## src/rtl/delay_ms_timer_if.sv

```systemverilog
// delay_ms_timer_if: control/status bundle of the millisecond delay timer.
// master drives START/N and watches status; slave is the timer itself.
interface delay_ms_timer_if #(
    parameter int NBIT = 14
);
    logic            START;
    logic [NBIT-1:0] N;
    logic            BUSY;
    logic            TIME_OUT;
    logic [NBIT-1:0] MS_LEFT;

    modport master (
        output START, N,
        input  BUSY, TIME_OUT, MS_LEFT
    );

    modport slave (
        input  START, N,
        output BUSY, TIME_OUT, MS_LEFT
    );
endinterface

```

## src/rtl/delay_ms_timer.sv

```systemverilog
// delay_ms_timer: one-shot delay of N ms, counted on rising edges of a
// 1 kHz square wave already synchronous to CLOCK_IN.
// Ports:
//   CLOCK_IN  - 50 MHz system clock, rising edge
//   RESET_N   - synchronous active-low reset
//   TICK_IN   - 1 kHz square wave from the tick divider
//   tmr.START - start/retrigger, tmr.N - delay in ms (sampled with START)
//   tmr.BUSY  - counting, tmr.TIME_OUT - one-cycle expiry pulse
//   tmr.MS_LEFT - remaining milliseconds
module delay_ms_timer #(
    parameter int NBIT = 14
) (
    input  logic                  CLOCK_IN,
    input  logic                  RESET_N,
    input  logic                  TICK_IN,
    delay_ms_timer_if.slave       tmr
);

    typedef enum logic [1:0] {
        IDLE,
        COUNT,
        DONE
    } state_e;

    state_e          state_q, state_d;
    logic [NBIT-1:0] count_q, count_d;
    logic            tick_q, tick_d;
    logic            ms_en;

    always_ff @(posedge CLOCK_IN) begin
        if (!RESET_N) begin
            state_q <= IDLE;
            count_q <= '0;
            // Held high so a tick already high at release is not an edge.
            tick_q  <= 1'b1;
        end else begin
            state_q <= state_d;
            count_q <= count_d;
            tick_q  <= tick_d;
        end
    end

    always_comb begin
        tick_d  = TICK_IN;
        ms_en   = TICK_IN & ~tick_q;
        state_d = state_q;
        count_d = count_q;

        unique case (state_q)
            IDLE, DONE: begin
                // DONE falls back to IDLE but accepts a start like IDLE.
                if (state_q == DONE) begin
                    state_d = IDLE;
                end
                if (tmr.START) begin
                    count_d = tmr.N;
                    state_d = (tmr.N != '0) ? COUNT : DONE;
                end
            end
            COUNT: begin
                // Reload wins over a coincident millisecond edge.
                if (tmr.START) begin
                    count_d = tmr.N;
                    if (tmr.N == '0) begin
                        state_d = DONE;
                    end
                end else if (ms_en) begin
                    if (count_q == NBIT'(1)) begin
                        count_d = '0;
                        state_d = DONE;
                    end else begin
                        count_d = count_q - NBIT'(1);
                    end
                end
            end
            default: begin
                state_d = IDLE;
                count_d = '0;
            end
        endcase
    end

    assign tmr.BUSY     = (state_q == COUNT);
    assign tmr.TIME_OUT = (state_q == DONE);
    assign tmr.MS_LEFT  = count_q;

endmodule
```

## src/flat_wrapper.sv

```systemverilog
// flat-port wrapper written by rule: the top's interface ports become plain ports
module delay_ms_timer_flat 
#(
    parameter int NBIT = 14
)
  (CLOCK_IN, RESET_N, TICK_IN, tmr_START, tmr_N, tmr_BUSY, tmr_TIME_OUT, tmr_MS_LEFT);
  delay_ms_timer_if #(.NBIT(NBIT)) tmr_i ();
  input  logic CLOCK_IN;
  input  logic RESET_N;
  input  logic TICK_IN;
  input wire logic [$bits(tmr_i.START)-1:0] tmr_START;
  input wire logic [$bits(tmr_i.N)-1:0] tmr_N;
  output wire logic [$bits(tmr_i.BUSY)-1:0] tmr_BUSY;
  output wire logic [$bits(tmr_i.TIME_OUT)-1:0] tmr_TIME_OUT;
  output wire logic [$bits(tmr_i.MS_LEFT)-1:0] tmr_MS_LEFT;
  assign tmr_i.START = tmr_START;
  assign tmr_i.N = tmr_N;
  assign tmr_BUSY = tmr_i.BUSY;
  assign tmr_TIME_OUT = tmr_i.TIME_OUT;
  assign tmr_MS_LEFT = tmr_i.MS_LEFT;
  delay_ms_timer #(.NBIT(NBIT)) u_core (.CLOCK_IN(CLOCK_IN), .RESET_N(RESET_N), .TICK_IN(TICK_IN), .tmr(tmr_i));
endmodule
```

## config.mk

```make
export PLATFORM = sky130hd
export DESIGN_NAME = delay_ms_timer_flat
export DESIGN_NICKNAME = d
export VERILOG_FILES = /design/src/rtl/delay_ms_timer_if.sv /design/src/rtl/delay_ms_timer.sv /design/src/flat_wrapper.sv
export SDC_FILE = /design/constraint.sdc
export NUM_CORES = 1
export LEC_CHECK = 0
export CAP_MARGIN = 10
export CORE_ASPECT_RATIO = 0.7
export CORE_MARGIN = 2
export CORE_UTILIZATION = 28
export DETAILED_ROUTE_END_ITERATION = 12
export PLACE_DENSITY = 0.65
export SLEW_MARGIN = 20
export SYNTH_ARGS = -nofsm -noshare
export SYNTH_HDL_FRONTEND = slang
export SYNTH_SLANG_ARGS = --single-unit
```

## constraint.sdc

```tcl
create_clock -name CLOCK_IN -period 1.5 [get_ports CLOCK_IN]
set_input_delay 0.3 -clock CLOCK_IN [delete_from_list [all_inputs] [get_ports CLOCK_IN]]
set_output_delay 0.3 -clock CLOCK_IN [all_outputs]
set_load 0.01 [all_outputs]
```

---- Word-level counts from Yosys, hierarchy flattened ----
Cells that the tools add are included.
W data, S select, Z words.
word-level totals
  flip-flop bits (word level) ............. 17
  latch bits .............................. 0
  bits in writable memories ............... 0
  ROM bits ................................ 0
  input port bits ......................... 18
  output and inout port bits .............. 16
  word-level logic and storage cells ...... 33
  memories kept ........................... 0
cells by class
  add/sub/neg operators ................... 1
  multiply operators ...................... 0
  div/mod/pow operators ................... 0
  magnitude comparators ................... 0
  eq/ne operators ......................... 8
  shift operators ......................... 0
  muxes and demuxes ....................... 13
  bitwise operators ....................... 2
  reduce and logical (&&, ||, !) cells .... 6
operator list
  cell                     number
  $mux W14                 4
  $pmux W14 S2             1
  $eq A14 B1 Y1 const B    1
  $logic_not A14 Y1        1
  $mux W2                  7
  $reduce_bool A14 Y1      1
  $sub A14 B1 Y14 const B  1
  $ne A3 B2 Y1 const B     3
  $pmux W2 S2              1
  $reduce_and A4 Y1        1
  $ne A3 B3 Y1 const B     1
  $eq A2 B1 Y1 const B     1
  $eq A2 B2 Y1 const B     1
  $logic_not A2 Y1         1
  $ne A2 B2 Y1 const B     1
  $reduce_and A2 Y1        1
  $reduce_or A2 Y1         1
  $and A1 B1 Y1            1
  $not A1 Y1               1

---- Longest topological paths before layout ----
Gate-level depths: netlist (run 1).
  depth after elaboration ................. 5
  depth in mapped cells ................... 8
  gate-level depth less buffers ........... 7

---- Least setup slack after synthesis (run 1) ----
OpenSTA, ideal clock, no wires.
  path kind ............................... flip-flop to flip-flop
  start ................................... reg u_core.count_q[2] (netlist: u_core.tmr.MS_LEFT[2])
  end ..................................... reg u_core.count_q[11] (netlist: u_core.tmr.MS_LEFT[11])
  setup time .............................. 0.120 ns
  arrival ................................. 1.528 ns
  data required time ...................... 1.380 ns
  slack ................................... -0.148 ns
  cell stages (with the launch flop) ...... 6
  path buffers ............................ 0
  clock period less this slack ............ 1.648 ns
  path through ............................ dfxtp_1 -> nor4_4 -> and2_2 -> nand3_1 -> and3_1 -> o31a_1
between the ends
  cells in the longest elaborated chain, start to end .. 5
  elaborated cells on any way between the ends .. 6
  those cells by class .................... 1 x add/sub; 1 x eq/ne; 4 x mux
RTL lines
  item                                              line                                        text
  start: declaration                                delay_ms_timer.sv:26                        logic [NBIT-1:0] count_q, count_d;
  start signal: assignment                          delay_ms_timer.sv:38                        count_q <= count_d;
  $sub A14 B1 Y14 or $eq A14 B1 Y1 (tied branches)  delay_ms_timer.sv:72, delay_ms_timer.sv:68
  $mux W14 (*)                                      delay_ms_timer.sv:68                        if (count_q == NBIT'(1)) begin
  $mux W14 (*)                                      delay_ms_timer.sv:67                        end else if (ms_en) begin
  $mux W14 (*)                                      delay_ms_timer.sv:62                        if (tmr.START) begin
  $pmux W14 S2 (*)                                  delay_ms_timer.sv:49                        unique case (state_q)
Mark *: on every way between the ends. The rest lies on a longest branch, timed or not. The select of a mux whose other input is x is not followed.
A chain may end at the register's enable or synchronous reset.

---- Final worst setup path (run 1) ----
  start ................................... reg u_core.count_q[9] (netlist: u_core.tmr.MS_LEFT[9])
  end ..................................... reg u_core.count_q[11] (netlist: u_core.tmr.MS_LEFT[11])
Same word-level chain as after synthesis.

==> metrics, run 1 <==
max-cap viol count 0; Max clock buf depth 2; FMAX 0.599 GHz; fin nets 260; CP Launch Type flop; Ports 34; Worst Max-Slew Pin Slew 0.284 ns; # setup viols final 13; crit share post-route 111%; most frequent cells in the layout buf_4, dlygate4sd2_1, nand2_1; minimum clock period 1.67 ns; Initial Util 29.4%; n_diodes 0; initial antenna violation count 0; cells after synthesis 158; fin area 2140 sq um; GRT met1 Usage 28.0%; Yosys cell types 37; post-synth top area share 29.4%; failing checks negative setup slack; gr usage total 19.1%; Fin Clk Skew 0.00413 ns; Reg clk slew, reported paths 0.07 ns; Overall Power 1.57 mW; max-slew violations 0; core area 3950 sq um; Vias/cell 5.28; Final HPWL DP 3150 microns; most common cell after layout, fill and taps aside buf_4; DRC viols 0; Sequential Power Share 33.5%; die width 80.9 microns; total CTS buffers 3; Avg WL per Cell 15.5 microns; Top Usage Layer GRT met2; Pint 1.04 mW; Antenna Nets Post-Route 0; H-tree depth 1; Pre-antenna DRT Iters 4; Final TNS setup -0.914 ns; placer's final routability congestion estimate 0.916; M2 GR Usage 28.6%; Syn Area/Cell 7.33 sq um; Seq cells post-synth 17; net switching power 0.534 mW; Seq/Total Area, Yosys 29.4%; vias in the first global route 1470; total gr overflow 0; placed inst area 1860 sq um; die height 57.8 microns; Min-Delay Path Class input pin to flop; status finished with violations; total number of vias 1536; crit-path max FO 11; Combinational Power Share 43.6%; CTS tree done; Clk pwr share 22.9%; VDD IR max 459 uV; slew margin rel. 81.0%; Final Hold Viols 0; row count 19; hold_buf cts 0; Crit. End Element flop; Post-Route WL 4520 microns; Arr. time, crit path 1.82 ns; Area Overhead vs Synth 84.7%; Sw Ratio 34.0%; RSZ-0062 raised after global routing true; fillers 395; PnR worst setup slack -0.171 ns; final cell count without fillers 291; total die area 4680 sq um; worst-skew pair later-pin latency 0.26 ns; Synth area leaders dfxtp_1, nand2_1, nand4_1; clock root cell clkbuf_8; placed cells 279; Post-Syn Area 1160 sq um; power per standard cell area 734 nW/um^2; syn nets 178; Critical Path RT 1.65 ns; CP Class flop to flop; number of I/O port buffers 33; leakage 0.909 nW; Syn. warnings 0; largest net degree at the start of global routing 15; global-route wire length before repair 6890 microns; layout cells sized above 1 41.0%; post-synth top area cell dfxtp_1; DR iter-0 viols 92; met3 Use GR 4.52%; Clock Sinks 17
==> metal layers <==
metal / wire length (microns) / part of all wire (%) / vias up
met3: 324 / 7.2 / 4
li1: - / - / 759
met4: 21 / 0.46 / 0
met5: 0 / 0 / -
met2: 2070 / 46 / 58
met1: 2110 / 47 / 715
==> cells in the mapped netlist (all sizes together) <==
| cell type | number |
|---|---|
| a211oi | 2 |
| a21oi | 9 |
| a221oi | 4 |
| a31oi | 2 |
| a32oi | 3 |
| a41oi | 1 |
| and2 | 5 |
| and3 | 3 |
| buf | 5 |
| clkbuf | 3 |
| clkinv | 1 |
| dfxtp | 17 |
| ha | 2 |
| inv | 5 |
| nand2 | 19 |
| nand2b | 3 |
| nand3 | 7 |
| nand4 | 9 |
| nor2 | 13 |
| nor2b | 5 |
| nor3 | 6 |
| nor3b | 2 |
| nor4 | 9 |
| o211ai | 1 |
| o21a | 2 |
| o21ai | 8 |
| o221a | 1 |
| o22ai | 3 |
| o311ai | 1 |
| o31a | 2 |
| or3 | 3 |
| xnor2 | 2 |
==> layout make-up <==
cell class	instances	area (sq um)	area share, %
multi-input cells	127	918	42.9
repair buffers	85	731	34.2
flip-flops and latches	17	355	16.6
well taps	52	65.1	3.04
clock buffers	4	45.0	2.11
inverters	6	25.0	1.17
==> per-stage QoR <==
step	hold WS, ns	util, %	worst slack (ns)
after floorplan	0.373	-	-0.0807
after global placement	0.568	47.1	-0.452
after detailed placement	0.575	47.1	-0.482
after CTS	0.385	50.2	-0.140
after global routing	0.413	54.2	-0.238
final	0.377	54.2	-0.171
==> flip-flops by register name (all words and copies together), names as in the netlist <==
signal / cells
u_core.state_q: 2
u_core.tick_q: 1
u_core.tmr.MS_LEFT: 14
==> logic make-up after synthesis <==
kind of cell               synth area share, %
AOI/OAI and AO/OA                         22.6
xor gates and xnor gates                  1.51
adders and majority gates                 2.16
buffers and inverters                     5.51
DFF                                       29.4
and+or+nand+nor                           38.9
==> critical path, stage by stage, from the launching register on <==
cell and delay, ns:
dfxtp_2 0.33, nor4_2 0.27, buf_4 0.16, nand4_1 0.16, and2_4 0.25, and3_1 0.18, o31a_1 0.23
==> what timing repair did <==
action / CTS / global route
gates resized for setup: 47 / 35
buffers inserted: 4 / 3
cloned: 1 / 0
endpoints found under the setup margin: 31 / 18
pin swaps: 10 / 12
==> final timing paths <==
check	from	end	slack (ns)	cells past startpoint
worst min-delay path	TICK_IN	u_core.tick_q$_SDFF_PN1_	0.38	2
worst max register to register	u_core.tmr.MS_LEFT[9]$_SDFFE_PN0P_	u_core.tmr.MS_LEFT[11]$_SDFFE_PN0P_	-0.17	6
worst max-delay path	u_core.tmr.MS_LEFT[9]$_SDFFE_PN0P_	u_core.tmr.MS_LEFT[11]$_SDFFE_PN0P_	-0.17	6
worst min register to register	u_core.tmr.MS_LEFT[1]$_SDFFE_PN0P_	u_core.tmr.MS_LEFT[1]$_SDFFE_PN0P_	0.61	3
==> power by group through the flow <==
stage               clock network [mW]  logic, mW  registers, mW
finish                           0.360      0.685          0.526
CTS                              0.368      0.602          0.520
global route                     0.391      0.735          0.531
detailed placement                   0      0.587          0.525
global placement                     0      0.583          0.525
floorplan                            0      0.234          0.551
(Power assumes the default switching activity.)
==> inputs of run 2 (changes only) <==
DONT_BUFFER_PORTS = 1   (was not set)
PLACE_DENSITY = 0.54   (was 0.65)
==> run 2 against run 1 <==
  * Utilization shrank 10 points
  * Sequential share of layout area grew 3.3 points
  * Wire length grew 0.95%
  * Clock skew shrank 0.0028 ns
  * Final area shrank 19%
  * Largest cell class unchanged
  * Via count shrank 5.9%
  * The flow still finishes with violations (negative setup slack)
  * Global-route usage grew 0.36 points
  * Register-to-register slack is essentially flat
  * Count of clock-buffer cells in the layout is the same
==> metrics, run 2 (same netlist as run 1, synthesis figures left out) <==
number of flip-flops in the largest register 14 (unchanged); Avg WL per Cell 18.0 microns (was 15.5 microns); total CTS buffers 3 (unchanged); Pre-antenna DRT Iters 4 (unchanged); total gr overflow 0 (unchanged); met3 Use GR 5.61% (was 4.52%); delay-heaviest family, CP simple AND/OR/NAND/NOR gates (unchanged); Multi-input gate area 900 sq um (was 918 sq um); vias in the first global route 1450 (was 1470); slew margin rel. 78.2% (was 81.0%); max-slew violations 0 (unchanged); Max clock buf depth 2 (unchanged); PnR worst setup slack -0.172 ns (was -0.171 ns); n_diodes 0 (unchanged); Bufs and invs on worst path 0 (was 1); Arr. time, crit path 1.83 ns (was 1.82 ns); FMAX 0.598 GHz (was 0.599 GHz); Top Usage Layer GRT met2 (unchanged); DR iter-0 viols 79 (was 92); Reg area 347 sq um (was 355 sq um); Reg clk slew, reported paths 0.07 ns (about the same); die width 80.9 microns (unchanged); total die area 4680 sq um (unchanged); DRC viols 0 (unchanged); clock root cell clkbuf_8 (unchanged); Final Hold Viols 0 (unchanged); number of I/O port buffers 0 (was 33); Vias/cell 5.69 (was 5.28); Critical Path RT 1.65 ns (about the same); # setup viols final 11 (was 13); Final TNS setup -1.15 ns (was -0.914 ns); GRT met1 Usage 27.2% (was 28.0%); initial antenna violation count 0 (unchanged); most frequent cells in the layout buf_4, nand2_1, dfxtp_1 (was buf_4, dlygate4sd2_1, nand2_1); die height 57.8 microns (unchanged); Critical-path top delay cell nor4_4 (was dfxtp_2); CP Launch Type flop (unchanged); Min-Delay Path Class input pin to flop (unchanged); max-cap viol count 0 (unchanged); core area 3950 sq um (unchanged); global-route wire length before repair 6930 microns (was 6890 microns); Overall Power 1.45 mW (was 1.57 mW); placer's final routability congestion estimate 0.922 (was 0.916); worst slack, placed -0.182 ns (was -0.482 ns); crit share post-route 111% (about the same); crit-path max FO 7 (was 11); total number of vias 1445 (was 1536); most common cell after layout, fill and taps aside buf_4 (unchanged); fin nets 223 (was 260); CTS tree done (unchanged); Crit. End Element flop (unchanged); Fin Clk Skew 0.00134 ns (was 0.00413 ns); layout cells sized above 1 45.0% (was 41.0%); Ports 34 (unchanged); Initial Util 29.4% (unchanged); CP Class flop to flop (unchanged); RSZ-0062 raised after global routing true (unchanged); worst-skew pair later-pin latency 0.26 ns (about the same); VDD IR max 553 uV (was 459 uV); Final HPWL DP 3320 microns (was 3150 microns); Clock Sinks 17 (unchanged); Post-Route WL 4570 microns (was 4520 microns); crit path cell chain nor4_4 > nand4_1 > and2_4 > and3_4 > o31a_1 (was nor4_2 > buf_4 > nand4_1 > and2_4 > and3_1 > o31a_1); failing checks negative setup slack (unchanged); M2 GR Usage 29.2% (was 28.6%); power per standard cell area 831 nW/um^2 (was 734 nW/um^2); H-tree depth 1 (unchanged); minimum clock period 1.67 ns (about the same); leakage 0.680 nW (was 0.909 nW); Worst Max-Slew Pin Slew 0.324 ns (was 0.284 ns); row count 19 (unchanged); max incr delay on CP 0.37 ns (was 0.33 ns); status finished with violations (unchanged); Antenna Nets Post-Route 0 (unchanged); Area Overhead vs Synth 50.4% (was 84.7%); fillers 406 (was 395); gr usage total 19.5% (was 19.1%); largest net degree at the start of global routing 13 (was 15)
-- run 2: worst paths after layout --
path	cells after the start	end	slack [ns]	startpoint
max	5	u_core.tmr.MS_LEFT[11]$_SDFFE_PN0P_	-0.17	u_core.tmr.MS_LEFT[3]$_SDFFE_PN0P_
min	1	u_core.tick_q$_SDFF_PN1_	0.11	RESET_N
max reg2reg	5	u_core.tmr.MS_LEFT[11]$_SDFFE_PN0P_	-0.17	u_core.tmr.MS_LEFT[3]$_SDFFE_PN0P_
min reg2reg	1	u_core.state_q[0]$_SDFFE_PN0P_	0.56	u_core.state_q[1]$_SDFFE_PN0P_
-- run 2: power breakdown --
group,internal (mW),switching (mW)
Clock,0.189,0.179
Combinational,0.267,0.290
Sequential,0.489,0.0331
Total,0.945,0.503
-- run 2: repair_timing --
item / CTS / global route
setup buffers: 0 / 3
hold buffers: 0 / 0
pin swaps: 1 / 8
gates resized for setup: 11 / 30
endpoints found under the setup margin: 14 / 16
-- run 2: metal layers --
layer  share of wire, %  wire length (microns)
met2                 45                   2050
met4               0.79                     36
met1                 47                   2140
met3                7.5                    344
met5                  0                      0
-- run 2: worst reg2reg max path, cell delays in order (launching register included) --
cell and delay, ns:
dfxtp_2 0.34, nor4_4 0.37, nand4_1 0.22, and2_4 0.23, and3_4 0.18, o31a_1 0.23
-- run 2: through the flow --
| step | cells | hold slack, ns | area (sq um) | util [%] |
|---|---|---|---|---|
| after CTS | 251 | 0.107 | 1620 | 41.0 |
| after global placement | 247 | 0.379 | 1520 | 38.6 |
| final | 254 | 0.107 | 1740 | 44.2 |
| after detailed placement | 247 | 0.379 | 1520 | 38.6 |
| after global routing | 254 | 0.115 | 1740 | 44.2 |
| after floorplan | 158 | 0.373 | 1160 | - |
-- run 2: layout make-up --
class | count | share of cell area [%]
well taps | 52 | 3.73
multi-input cells | 127 | 51.6
inverters | 6 | 1.29
clock buffers | 4 | 2.58
repair buffers | 48 | 20.9
flip-flops and latches | 17 | 19.9
==> inputs of run 3 (changes only) <==
CORE_MARGIN = 3   (was 2)
CTS_CLUSTER_DIAMETER = 30   (was not set)
SLEW_MARGIN = 10   (was 20)
==> run 3 against run 2 <==
  * The flow still finishes with violations (negative setup slack)
  * Via count rose by 0.76%
  * Worst setup slack improved by 0.039 ns
  * Worst hold slack improved by 0.0028 ns
  * Sequential share of layout area rose by 1.1 points
  * Maximum frequency rose by 2.4%
  * Utilization rose by 0.58 points
  * Clock skew barely moved
  * Largest cell class unchanged
  * Highest routed layer unchanged
==> metrics, run 3 (same netlist as run 1, synthesis figures left out) <==
total number of vias 1456 (was 1445); Area Overhead vs Synth 44.4% (was 50.4%); Critical Path RT 1.65 ns (about the same); fin util 44.7% (was 44.2%); crit share post-route 109% (was 111%); initial antenna violation count 0 (unchanged); Vias/cell 5.82 (was 5.69); total CTS buffers 3 (unchanged); Pre-antenna DRT Iters 4 (unchanged); fin nets 221 (was 223); clock root cell clkbuf_8 (unchanged); max-cap viol count 0 (unchanged); total die area 4960 sq um (was 4680 sq um); largest net degree at the start of global routing 13 (unchanged); worst slack, placed -0.112 ns (was -0.182 ns); status finished with violations (unchanged); die height 59.8 microns (was 57.8 microns); VDD IR max 369 uV (was 553 uV); Final HPWL DP 3420 microns (was 3320 microns); gr usage total 17.9% (was 19.5%); Max clock buf depth 2 (unchanged); number of I/O port buffers 0 (unchanged); DR iter-0 viols 72 (was 79); Clock Sinks 17 (unchanged); row count 18 (was 19); Reg clk slew, reported paths 0.07 ns (about the same); cells on worst reg2reg path 6 (was 5); worst-skew pair later-pin latency 0.26 ns (about the same); Arr. time, crit path 1.78 ns (was 1.83 ns); max-slew violations 0 (unchanged); Antenna Nets Post-Route 0 (unchanged); fillers 393 (was 406); # setup viols final 9 (was 11); max incr delay on CP 0.37 ns (about the same); placer's final routability congestion estimate 0.811 (was 0.922); number of flip-flops in the largest register 14 (unchanged); Critical-path top delay cell nor4_4 (unchanged); most frequent cells in the layout buf_4, nand2_1, nor2_1 (was buf_4, nand2_1, dfxtp_1); global-route wire length before repair 6960 microns (was 6930 microns); Crit. End Element flop (unchanged); failing checks negative setup slack (unchanged); Min-Delay Path Class input pin to flop (unchanged); hold depth 1 (unchanged); die width 82.9 microns (was 80.9 microns); Avg WL per Cell 18.2 microns (was 18.0 microns); layout cells sized above 1 36.5% (was 45.0%); Final Hold Viols 0 (unchanged); leakage 0.669 nW (was 0.680 nW); CTS tree done (unchanged); vias in the first global route 1382 (was 1450); core area 3740 sq um (was 3950 sq um); CP Class flop to flop (unchanged); DRC viols 0 (unchanged); FMAX 0.612 GHz (was 0.598 GHz); n_diodes 0 (unchanged); H-tree depth 1 (unchanged); Initial Util 31.0% (was 29.4%); most common cell after layout, fill and taps aside buf_4 (unchanged); total gr overflow 0 (unchanged); RSZ-0062 raised after global routing true (unchanged); power per standard cell area 857 nW/um^2 (was 831 nW/um^2); Worst Max-Slew Pin Slew 0.321 ns (was 0.324 ns); Fin Clk Skew 0.00156 ns (was 0.00134 ns); crit-path max FO 5 (was 7); PnR worst setup slack -0.133 ns (was -0.172 ns); slew margin rel. 78.4% (was 78.2%); crit path cell chain nor4_4 > buf_4 > nand4_1 > xnor2_1 > a221oi_1 > nor4_1 (was nor4_4 > nand4_1 > and2_4 > and3_4 > o31a_1); Ports 34 (unchanged); minimum clock period 1.63 ns (was 1.67 ns); CP Launch Type flop (unchanged); Post-Route WL 4550 microns (was 4570 microns)
run 3: changes by cell type in the layout (fill, tap and decap cells not counted), moves of 2 or more:
cell	change
ha_2	-2
nor2_2	-2
nand3_2	-3
buf_4	-4
a221oi_2	-3
buf_6	+2
a221oi_1	+3
nor2_1	+2
nor4_2	-2
nand3_1	+3
o21ai_0	+2
a21oi_2	-3
a21oi_1	+3
run 3: worst paths after layout:
check | slack (ns) | end | from
worst max-delay path | -0.13 | u_core.tmr.MS_LEFT[13]$_SDFFE_PN0P_ | u_core.tmr.MS_LEFT[3]$_SDFFE_PN0P_
worst min-delay path | 0.11 | u_core.tick_q$_SDFF_PN1_ | RESET_N
worst min register to register | 0.55 | u_core.state_q[0]$_SDFFE_PN0P_ | u_core.state_q[1]$_SDFFE_PN0P_
worst max register to register | -0.13 | u_core.tmr.MS_LEFT[13]$_SDFFE_PN0P_ | u_core.tmr.MS_LEFT[3]$_SDFFE_PN0P_
run 3: timing repair:
item,4_1_cts,5_1_grt
resized for setup,14,13
hold endpoints to repair,0,0
pin swaps,2,4
setup buffers,3,1
hold buffers,0,0
setup endpoints to repair,15,16
run 3: worst max-delay path: cells and delay by family, from the launching register on:
family / cells / cell delay [ns]
AO/OA/AOI/OAI: 1 / 0.26
AND/OR/NAND/NOR: 3 / 0.56
buffers and inverters: 1 / 0.21
XOR/XNOR: 1 / 0.15
flip-flops: 1 / 0.34
run 3: stage by stage:
step | hold WS (ns) | setup TNS, ns | cells | total power, mW | instance area (sq um)
after floorplan | 0.373 | -0.337 | 158 | 0.785 | 1160
after global placement | 0.379 | -0.353 | 244 | 0.996 | 1510
after detailed placement | 0.378 | -0.587 | 244 | 1.00 | 1510
after CTS | 0.108 | -0.547 | 250 | 1.40 | 1620
after global routing | 0.114 | -1.95 | 250 | 1.52 | 1670
final | 0.109 | -0.639 | 250 | 1.43 | 1670
run 3: layout make-up:
| type | instances | area, sq um | share of cell area, % |
|---|---|---|---|
| flip-flops and latches | 17 | 350 | 20.9 |
| inverters | 6 | 22.5 | 1.35 |
| repair buffers | 46 | 357 | 21.3 |
| multi-input cells | 127 | 836 | 50.0 |
| well taps | 50 | 62.6 | 3.74 |
| clock buffers | 4 | 45.0 | 2.69 |
run 3: metal layers:
metal	vias to the layer above	track usage, %	part of all wire, %	wire length, microns
met5	-	0	0	0
met4	0	5.13	0.64	29
met3	6	6.61	12	561
met2	98	26.1	43	1950
met1	671	24.8	44	2000
li1	681	-	-	-
run 3: report_power, final:
part	switching, mW	total (mW)	internal, mW
clock	0.173	0.362	0.189
sequential	0.0344	0.523	0.488
combinational	0.277	0.548	0.271
